==> config.mk <==
export PLATFORM = sky130hd
export DESIGN_NAME = blake_src_fifo
export DESIGN_NICKNAME = d
export VERILOG_FILES = /design/src/rtl/blake_src_pkg.sv /design/src/rtl/blake_sync_fifo.sv /design/src/rtl/blake_src_fifo.sv
export SDC_FILE = /design/constraint.sdc
export NUM_CORES = 1
export LEC_CHECK = 0
export CORE_UTILIZATION = 50
export CTS_BUF_LIST = sky130_fd_sc_hd__clkbuf_8 sky130_fd_sc_hd__clkbuf_16
export CTS_CLUSTER_DIAMETER = 120
export CTS_CLUSTER_SIZE = 30
export DETAILED_ROUTE_END_ITERATION = 7
export PLACE_DENSITY = 0.78
export SYNTH_ARGS = -nofsm -noshare
export SYNTH_HDL_FRONTEND = slang
export SYNTH_SLANG_ARGS = --single-unit
==> constraint.sdc <==
create_clock -name clk -period 2.1 [get_ports clk]
set_input_delay 0.21 -clock clk [delete_from_list [all_inputs] [get_ports clk]]
set_output_delay 0.21 -clock clk [all_outputs]
set_load 0.02 [all_outputs]
==> src/rtl/blake_src_pkg.sv <==
// Shared constants and helpers for the Blake source FIFO front end.
package blake_src_pkg;

  // Avalon word addresses
  localparam logic [2:0] ADDR_LO    = 3'd0;
  localparam logic [2:0] ADDR_HI    = 3'd1;
  localparam logic [2:0] ADDR_LO_SW = 3'd2;
  localparam logic [2:0] ADDR_HI_SW = 3'd3;
  localparam logic [2:0] ADDR_STAT  = 3'd4;
  localparam logic [2:0] ADDR_DROP  = 3'd5;
  localparam logic [2:0] ADDR_STAGE = 3'd6;

  // Status register bit positions
  localparam int STAT_EMPTY_BIT = 0;
  localparam int STAT_FULL_BIT  = 1;
  localparam int STAT_OVF_BIT   = 2;
  localparam int STAT_LEVEL_LSB = 8;

  // Saturation value of the drop counter
  localparam logic [15:0] DROP_MAX = 16'hFFFF;

  // Reverse the byte order of a 32-bit word
  function automatic logic [31:0] bswap32(input logic [31:0] x);
    return {x[7:0], x[15:8], x[23:16], x[31:24]};
  endfunction

endpackage

==> src/rtl/blake_sync_fifo.sv <==
// 64-bit synchronous FIFO with flush; head word is read straight from storage.
module blake_sync_fifo
  import blake_src_pkg::*;
#(
  parameter int DEPTH = 8,
  parameter int AW    = 3
) (
  input  logic          clk,
  input  logic          reset_n,
  input  logic          push,
  input  logic          pop,
  input  logic          flush,
  input  logic [63:0]   wdata,
  output logic          empty,
  output logic          full,
  output logic [AW:0]   level,
  output logic [63:0]   head
);

  logic [63:0]   mem_q [DEPTH];
  logic [63:0]   mem_d [DEPTH];
  logic [AW-1:0] wr_ptr_q, wr_ptr_d;
  logic [AW-1:0] rd_ptr_q, rd_ptr_d;
  logic [AW:0]   level_q, level_d;
  logic          pop_ok;
  logic          push_ok;

  assign empty = (level_q == '0);
  assign full  = (level_q == (AW+1)'(DEPTH));
  assign level = level_q;
  assign head  = mem_q[rd_ptr_q];

  // Accept a pop only when data exists; a push on full is accepted only if a pop frees the slot.
  // Flush wins over both so the FIFO ends the cycle empty.
  always_comb begin
    pop_ok   = pop && !empty && !flush;
    push_ok  = push && !flush && (!full || pop_ok);
    mem_d    = mem_q;
    wr_ptr_d = wr_ptr_q;
    rd_ptr_d = rd_ptr_q;
    level_d  = level_q;
    if (push_ok) begin
      mem_d[wr_ptr_q] = wdata;
      wr_ptr_d        = wr_ptr_q + {{(AW-1){1'b0}}, 1'b1};
    end
    if (pop_ok) begin
      rd_ptr_d = rd_ptr_q + {{(AW-1){1'b0}}, 1'b1};
    end
    case ({push_ok, pop_ok})
      2'b10:   level_d = level_q + {{AW{1'b0}}, 1'b1};
      2'b01:   level_d = level_q - {{AW{1'b0}}, 1'b1};
      default: level_d = level_q;
    endcase
    if (flush) begin
      wr_ptr_d = '0;
      rd_ptr_d = '0;
      level_d  = '0;
    end
  end

  // Storage, pointers and level registers
  always_ff @(posedge clk or negedge reset_n) begin
    if (!reset_n) begin
      for (int i = 0; i < DEPTH; i++) mem_q[i] <= '0;
      wr_ptr_q <= '0;
      rd_ptr_q <= '0;
      level_q  <= '0;
    end else begin
      mem_q    <= mem_d;
      wr_ptr_q <= wr_ptr_d;
      rd_ptr_q <= rd_ptr_d;
      level_q  <= level_d;
    end
  end

endmodule

==> src/rtl/blake_src_fifo.sv <==
// Avalon-MM front end that assembles 64-bit message words and queues them for the Blake core.
module blake_src_fifo
  import blake_src_pkg::*;
#(
  parameter int DEPTH = 8,
  parameter int AW    = 3
) (
  input  logic        clk,
  input  logic        reset_n,
  input  logic [2:0]  address,
  input  logic [31:0] writedata,
  input  logic        write,
  input  logic        read,
  input  logic        chipselect,
  output logic [31:0] readdata,
  output logic        src_ready,
  input  logic        src_read,
  output logic [63:0] din
);

  logic [31:0] staged_low_q, staged_low_d;
  logic        overflow_q, overflow_d;
  logic [15:0] drop_cnt_q, drop_cnt_d;
  logic [31:0] readdata_q, readdata_d;

  logic        wr_en;
  logic        rd_en;
  logic        push;
  logic        flush;
  logic        drop_evt;
  logic [31:0] hi_word;
  logic [63:0] push_word;
  logic [31:0] stat_word;

  logic        fifo_empty;
  logic        fifo_full;
  logic [AW:0] fifo_level;
  logic [63:0] fifo_head;

  blake_sync_fifo #(
    .DEPTH (DEPTH),
    .AW    (AW)
  ) u_fifo (
    .clk     (clk),
    .reset_n (reset_n),
    .push    (push),
    .pop     (src_read),
    .flush   (flush),
    .wdata   (push_word),
    .empty   (fifo_empty),
    .full    (fifo_full),
    .level   (fifo_level),
    .head    (fifo_head)
  );

  assign src_ready = fifo_empty;
  assign din       = fifo_head;
  assign readdata  = readdata_q;

  // Decode Avalon writes into stage / push / flush and track overflow and drops.
  // A full FIFO is never empty, so a drop happens exactly when no pop is requested.
  always_comb begin
    wr_en        = chipselect && write;
    rd_en        = chipselect && read;
    push         = wr_en && ((address == ADDR_HI) || (address == ADDR_HI_SW));
    flush        = wr_en && (address == ADDR_STAT) && writedata[0];
    hi_word      = (address == ADDR_HI_SW) ? bswap32(writedata) : writedata;
    push_word    = {hi_word, staged_low_q};
    drop_evt     = push && fifo_full && !src_read;

    staged_low_d = staged_low_q;
    if (wr_en && (address == ADDR_LO))    staged_low_d = writedata;
    if (wr_en && (address == ADDR_LO_SW)) staged_low_d = bswap32(writedata);

    overflow_d = overflow_q;
    drop_cnt_d = drop_cnt_q;
    if (drop_evt) begin
      overflow_d = 1'b1;
      if (drop_cnt_q != DROP_MAX) drop_cnt_d = drop_cnt_q + 16'd1;
    end
    if (flush) begin
      overflow_d = 1'b0;
      drop_cnt_d = '0;
    end
  end

  // Read mux; status reflects state before this cycle's write or pop.
  always_comb begin
    stat_word                               = '0;
    stat_word[STAT_EMPTY_BIT]               = fifo_empty;
    stat_word[STAT_FULL_BIT]                = fifo_full;
    stat_word[STAT_OVF_BIT]                 = overflow_q;
    stat_word[STAT_LEVEL_LSB +: AW+1]       = fifo_level;
    readdata_d = '0;
    if (rd_en) begin
      case (address)
        ADDR_STAT:  readdata_d = stat_word;
        ADDR_DROP:  readdata_d = {16'h0000, drop_cnt_q};
        ADDR_STAGE: readdata_d = staged_low_q;
        default:    readdata_d = '0;
      endcase
    end
  end

  // Control and read-data registers
  always_ff @(posedge clk or negedge reset_n) begin
    if (!reset_n) begin
      staged_low_q <= '0;
      overflow_q   <= 1'b0;
      drop_cnt_q   <= '0;
      readdata_q   <= '0;
    end else begin
      staged_low_q <= staged_low_d;
      overflow_q   <= overflow_d;
      drop_cnt_q   <= drop_cnt_d;
      readdata_q   <= readdata_d;
    end
  end

endmodule

Yosys cells after proc, flatten, opt, wreduce, memory -nomap -nowiden --
Cells that the tools add are included.
Storage, ports and cells: bits in read-only memories 0, RAM bits 0, memories 0, flip-flop bits (word level) 603, input bits 41, output and inout port bits 97, latch bits 0, word-level logic and storage cells 86
Cells by class: divide/modulo/power cells 0, bitwise gates (word level) 2, reductions and logical operators 29, mux-type cells 22, shift operators 0, equal/unequal tests 10, $lt $le $gt $ge 3, multiply operators 0, add/sub/neg operators 5
Operators by type and width (count):
- 512-bit bitwise mux | 1
- 64-bit binary-select mux with 3-bit select | 1
- 64-bit demux with 3-bit select | 1
- 64-bit two-way mux | 3
- 32-bit two-way mux | 4
- 32-bit case mux with 3 select lines | 1
- 16-bit two-way mux | 3
- 16-bit by 1-bit adder with 16-bit output, second input constant | 1
- 16-bit != test, second input constant | 1
- 1-bit logical AND | 14
- 3-bit two-way mux | 4
- 2-bit nonzero test | 5
- 3-bit equality test, second input constant | 3
- 4-bit >= comparator, second input constant | 2
- 3-bit inverter with 4-bit output | 2
- 4-bit case mux with 2 select lines | 1
- 3-bit by 1-bit adder with 3-bit output, second input constant | 2
- 3-bit by 2-bit equality test with 1-bit output, second input constant | 2
- 4-bit by 1-bit adder with 4-bit output, second input constant | 1
- 4-bit equality test, second input constant | 1
- 1-bit zero test | 4
- 4-bit zero test | 1
- 4-bit by 1-bit less-than comparator with 1-bit output, second input constant | 1
- 4-bit two-way mux | 1
- 9 further kinds | 11

Longest topological paths before layout --
depth in word-level cells 10, mapped depth 10, gate-level depth less buffers 9

Cells and area by module --
A second synthesis with hierarchy kept.
Second synthesis, totals: cell total of the unflattened synthesis 1789, area, all modules 28290.9 sq um
Modules (own cells, without submodules):
- blake_sync_fifo | sequential area each 13062.5 sq um, times used 1, cells an instance 1384, area an instance 24063.1 sq um
- blake_src_fifo | sequential area each 2026.9 sq um, times used 1, cells an instance 405, area an instance 4227.8 sq um

Worst setup path after synthesis --
OpenSTA, ideal clock, no wires.
path kind reg2out, start reg u_fifo.rd_ptr_q[0], end out din[44], cell stages (with the launch flop) 5, buffers on the path 2, setup slack -214 ps, arrival 2104 ps, required time 1890 ps, cell sequence dfrtp_1 > buf_1 > buf_2 > mux4_2 > mux2_2
Between the ends: longest elaborated chain between the ends 4
Ends and longest elaborated chain:
- start, declared | line blake_sync_fifo.sv:23 | logic [AW-1:0] rd_ptr_q, rd_ptr_d;
- start signal, assigned | line blake_sync_fifo.sv:71 | rd_ptr_q <= rd_ptr_d;
- 3-bit inverter with 4-bit output (implied by the code) | line blake_sync_fifo.sv:31 | assign head = mem_q[rd_ptr_q];
- 64-bit binary-select mux with 3-bit select | line blake_sync_fifo.sv:31
- 64-bit two-way mux (implied by the code) (2 in a row) | line blake_sync_fifo.sv:31
- end, declared | line blake_src_fifo.sv:18 | output logic [63:0] din
Every way passes these cells. The select of a mux whose other input is x is not followed.

Final worst setup path --
start reg u_fifo.rd_ptr_q[0], end out din[43]
Same word-level chain as after synthesis.

==> impl_metrics.json <==
{
  "status": "finished with violations",
  "violations": "setup timing",
  "grt_pass1_wl_um": 115000,
  "period_needed_ns": 2.77,
  "syn-mean-instance-area_um2": 13.0,
  "yosys_warnings": 0,
  "p_per_area_nw_per_um2": 1180,
  "syn_to_final_growth_pct": 34.3,
  "synthArstFlopShare": 1.00,
  "maxSlewViolCount": 0,
  "synth_most_common_cell": "dfrtp_1",
  "start_util": 0.510,
  "synth_area_leaders": "dfrtp_1 56%, mux2_2 12%, mux4_2 11%, mux2i_1 2.7%, a21oi_1 2.6%",
  "viasPerCell": 6.55,
  "antenna_found_initial": 1,
  "synth_ff_type": "dfrtp_1",
  "num_rows": 84,
  "netlist.area_leader.share": 0.559,
  "end_kind": "output port",
  "n_antenna_cell": 0,
  "h-tree-depth": 1,
  "ys_ff_latch": 603,
  "grt-ovfl-total": 0,
  "yosysTopAreaCell": "dfrtp_1",
  "synth.distinct_cells": 51,
  "dr.pass1.iters": 6,
  "ant_nets": 0,
  "grt_pass1_vias": 19300,
  "clock_latency_ns": 0.61,
  "dp_hpwl_um": 45100,
  "fin_worst_skew_ns": 0.0279,
  "fmax_mhz": 361,
  "hold_viol_final": 0,
  "fin_area_um2": 36300,
  "worstSetupPathType": "reg2out",
  "cp_data_required_time_ns": 1.89,
  "multi_input_area_um2": 13100,
  "cap_violations": 0,
  "first_iter_violations": 2214,
  "setup_tns_ns": -138.08,
  "numCtsBuffers": 24,
  "nets": 2453,
  "cts_num_sinks": 603,
  "cp_data_arrival_time_ns": 2.56,
  "synth_edf_count": 0,
  "synth_cells": 2073,
  "io_pins": 138,
  "setup_slack_ns": -0.666,
  "finalPower_uw": 42900,
  "placed_cell_area_um2": 30600,
  "die_w_um": 234,
  "clockRootBuffer": "clkbuf_16",
  "clk_pin_slew_ns": 0.12,
  "gp_congestion": 0.859,
  "grt_max_degree": 76,
  "irDropWorstVdd_uv": 845,
  "startpoint_type": "flip-flop",
  "relSlewSlack": 0.527,
  "die_y_um": 234,
  "num_vias": 20300,
  "wl_um": 91200,
  "wl_per_cell_um": 29.4,
  "tightest_slew_ns": 0.710,
  "static-leakage-power_uw": 0.0169,
  "fin_crit_sh": 1.32,
  "synth_common_cells": "603 x dfrtp_1, 288 x mux2_2, 172 x nor2_1, 170 x nand2_1, 141 x a21oi_1",
  "worstHoldPathType": "in2async",
  "setup_violations": 577,
  "grt_setup_unrepaired": "yes",
  "regArea_um2": 15100,
  "drive_above_1_share": 0.488,
  "nFillCells": 3179,
  "port_buffers": 137,
  "cts_tree": "built",
  "instances_no_fill": 3099,
  "ys_seq_area_frac": 0.559,
  "syn-cell-area_um2": 27000,
  "clk_path_buf_depth": 3,
  "worstPathMaxFanout": 7,
  "dp_cells": 2906,
  "whs_ns": 0.129,
  "drc": 0,
  "coreArea_um2": 53000,
  "die-area_um2": 54900,
  "grtUsageTotal": 0.277,
  "syn_nets": 2119
}
## layer usage
metal,track usage,vias to the layer above,share of wire
met1,0.372,10600,0.36
met3,0.0437,370,0.094
met4,0.109,2,0.064
met5,0,-,0.00011
met2,0.454,1269,0.48
li1,-,8056,-
## critical path, cell delays in order (launching register included)
cell and delay, ns:
dfrtp_4 0.53, buf_12 0.18, buf_12 0.13, buf_16 0.12, mux4_2 0.55, mux2_2 0.29
buf_6 0.13
## path summary, 6_finish.rpt
path                                     from           endpoint  slack (ns)  cells after the start
max                        u_fifo.rd_ptr_q[0]            din[43]       -0.67                      6
min                                   reset_n  u_fifo.mem_q[385]        0.13                      2
max reg2reg                   u_fifo.level[2]  u_fifo.mem_q[326]       -0.33                     10
min reg2reg                 u_fifo.mem_q[226]  u_fifo.mem_q[226]        0.49                      2
max in group asynchronous             reset_n  u_fifo.mem_q[278]        1.10                      4
min in group clk                   address[1]       readdata[11]        0.18                      5
## report_power, final
| group | leakage [uW] | internal, uW | switching (uW) | total (uW) |
|---|---|---|---|---|
| clock network | 0.000330 | 2190 | 3680 | 5870 |
| registers | 0.00796 | 14800 | 3070 | 17800 |
| logic | 0.00859 | 10800 | 8410 | 19200 |
## cell families after synthesis
family / share of synthesized area
AO/OA/AOI/OAI: 0.0644
XOR/XNOR: 0.00454
adder cells (fa/ha/maj): 0.00232
buffers and inverters: 0.0313
flip-flops: 0.559
multiplexers: 0.272
AND/OR/NAND/NOR: 0.0668
## state kept, by name, summed over array words and instances, names as in the netlist
name,flops
u_fifo.rd_ptr_q,3
u_fifo.wr_ptr_q,3
overflow_q,1
staged_low_q,32
drop_cnt_q,16
u_fifo.level,4
readdata,32
u_fifo.mem_q,512
## through the flow
stage           util  worst slack [ns]
2_1_floorplan      -           -0.0927
3_3_place_gp   0.578            -0.326
3_5_place_dp   0.578            -0.354
4_1_cts        0.625            -0.673
5_1_grt        0.685            -0.695
6_report       0.685            -0.666
## cells in the final DEF (no fill, tap or decap), types with 73 or more instances in the layout
cell / netlist / layout
dfrtp_1: 603 / 597
mux2_4: 32 / 207
buf_4: 0 / 139
mux4_2: 128 / 128
nor2_1: 172 / 120
mux2_2: 288 / 113
buf_12: 0 / 89
nand2_1: 170 / 88
buf_6: 8 / 85
a21oi_1: 141 / 79
mux2i_1: 73 / 73
## layout make-up
| type | count | area share |
|---|---|---|
| clock inverter | 5 | 0.00110 |
| inverter | 2 | 0.000207 |
| clock buffer | 25 | 0.0172 |
| timing repair buffer | 487 | 0.180 |
| multi-input combinational | 1289 | 0.361 |
| tap | 688 | 0.0237 |
| sequential | 603 | 0.416 |
## repair_timing
| action | 4_1_cts | 5_1_grt |
|---|---|---|
| setup buffers | 59 | 51 |
| hold buffers | 1 | 0 |
| hold endpoints to repair | 354 | 0 |
| pin swaps | 23 | 102 |
| setup endpoints to repair | 544 | 579 |
| gates cloned | 32 | 42 |
| resized for setup | 487 | 642 |
Note: power is estimated with default switching activity, not from simulation.
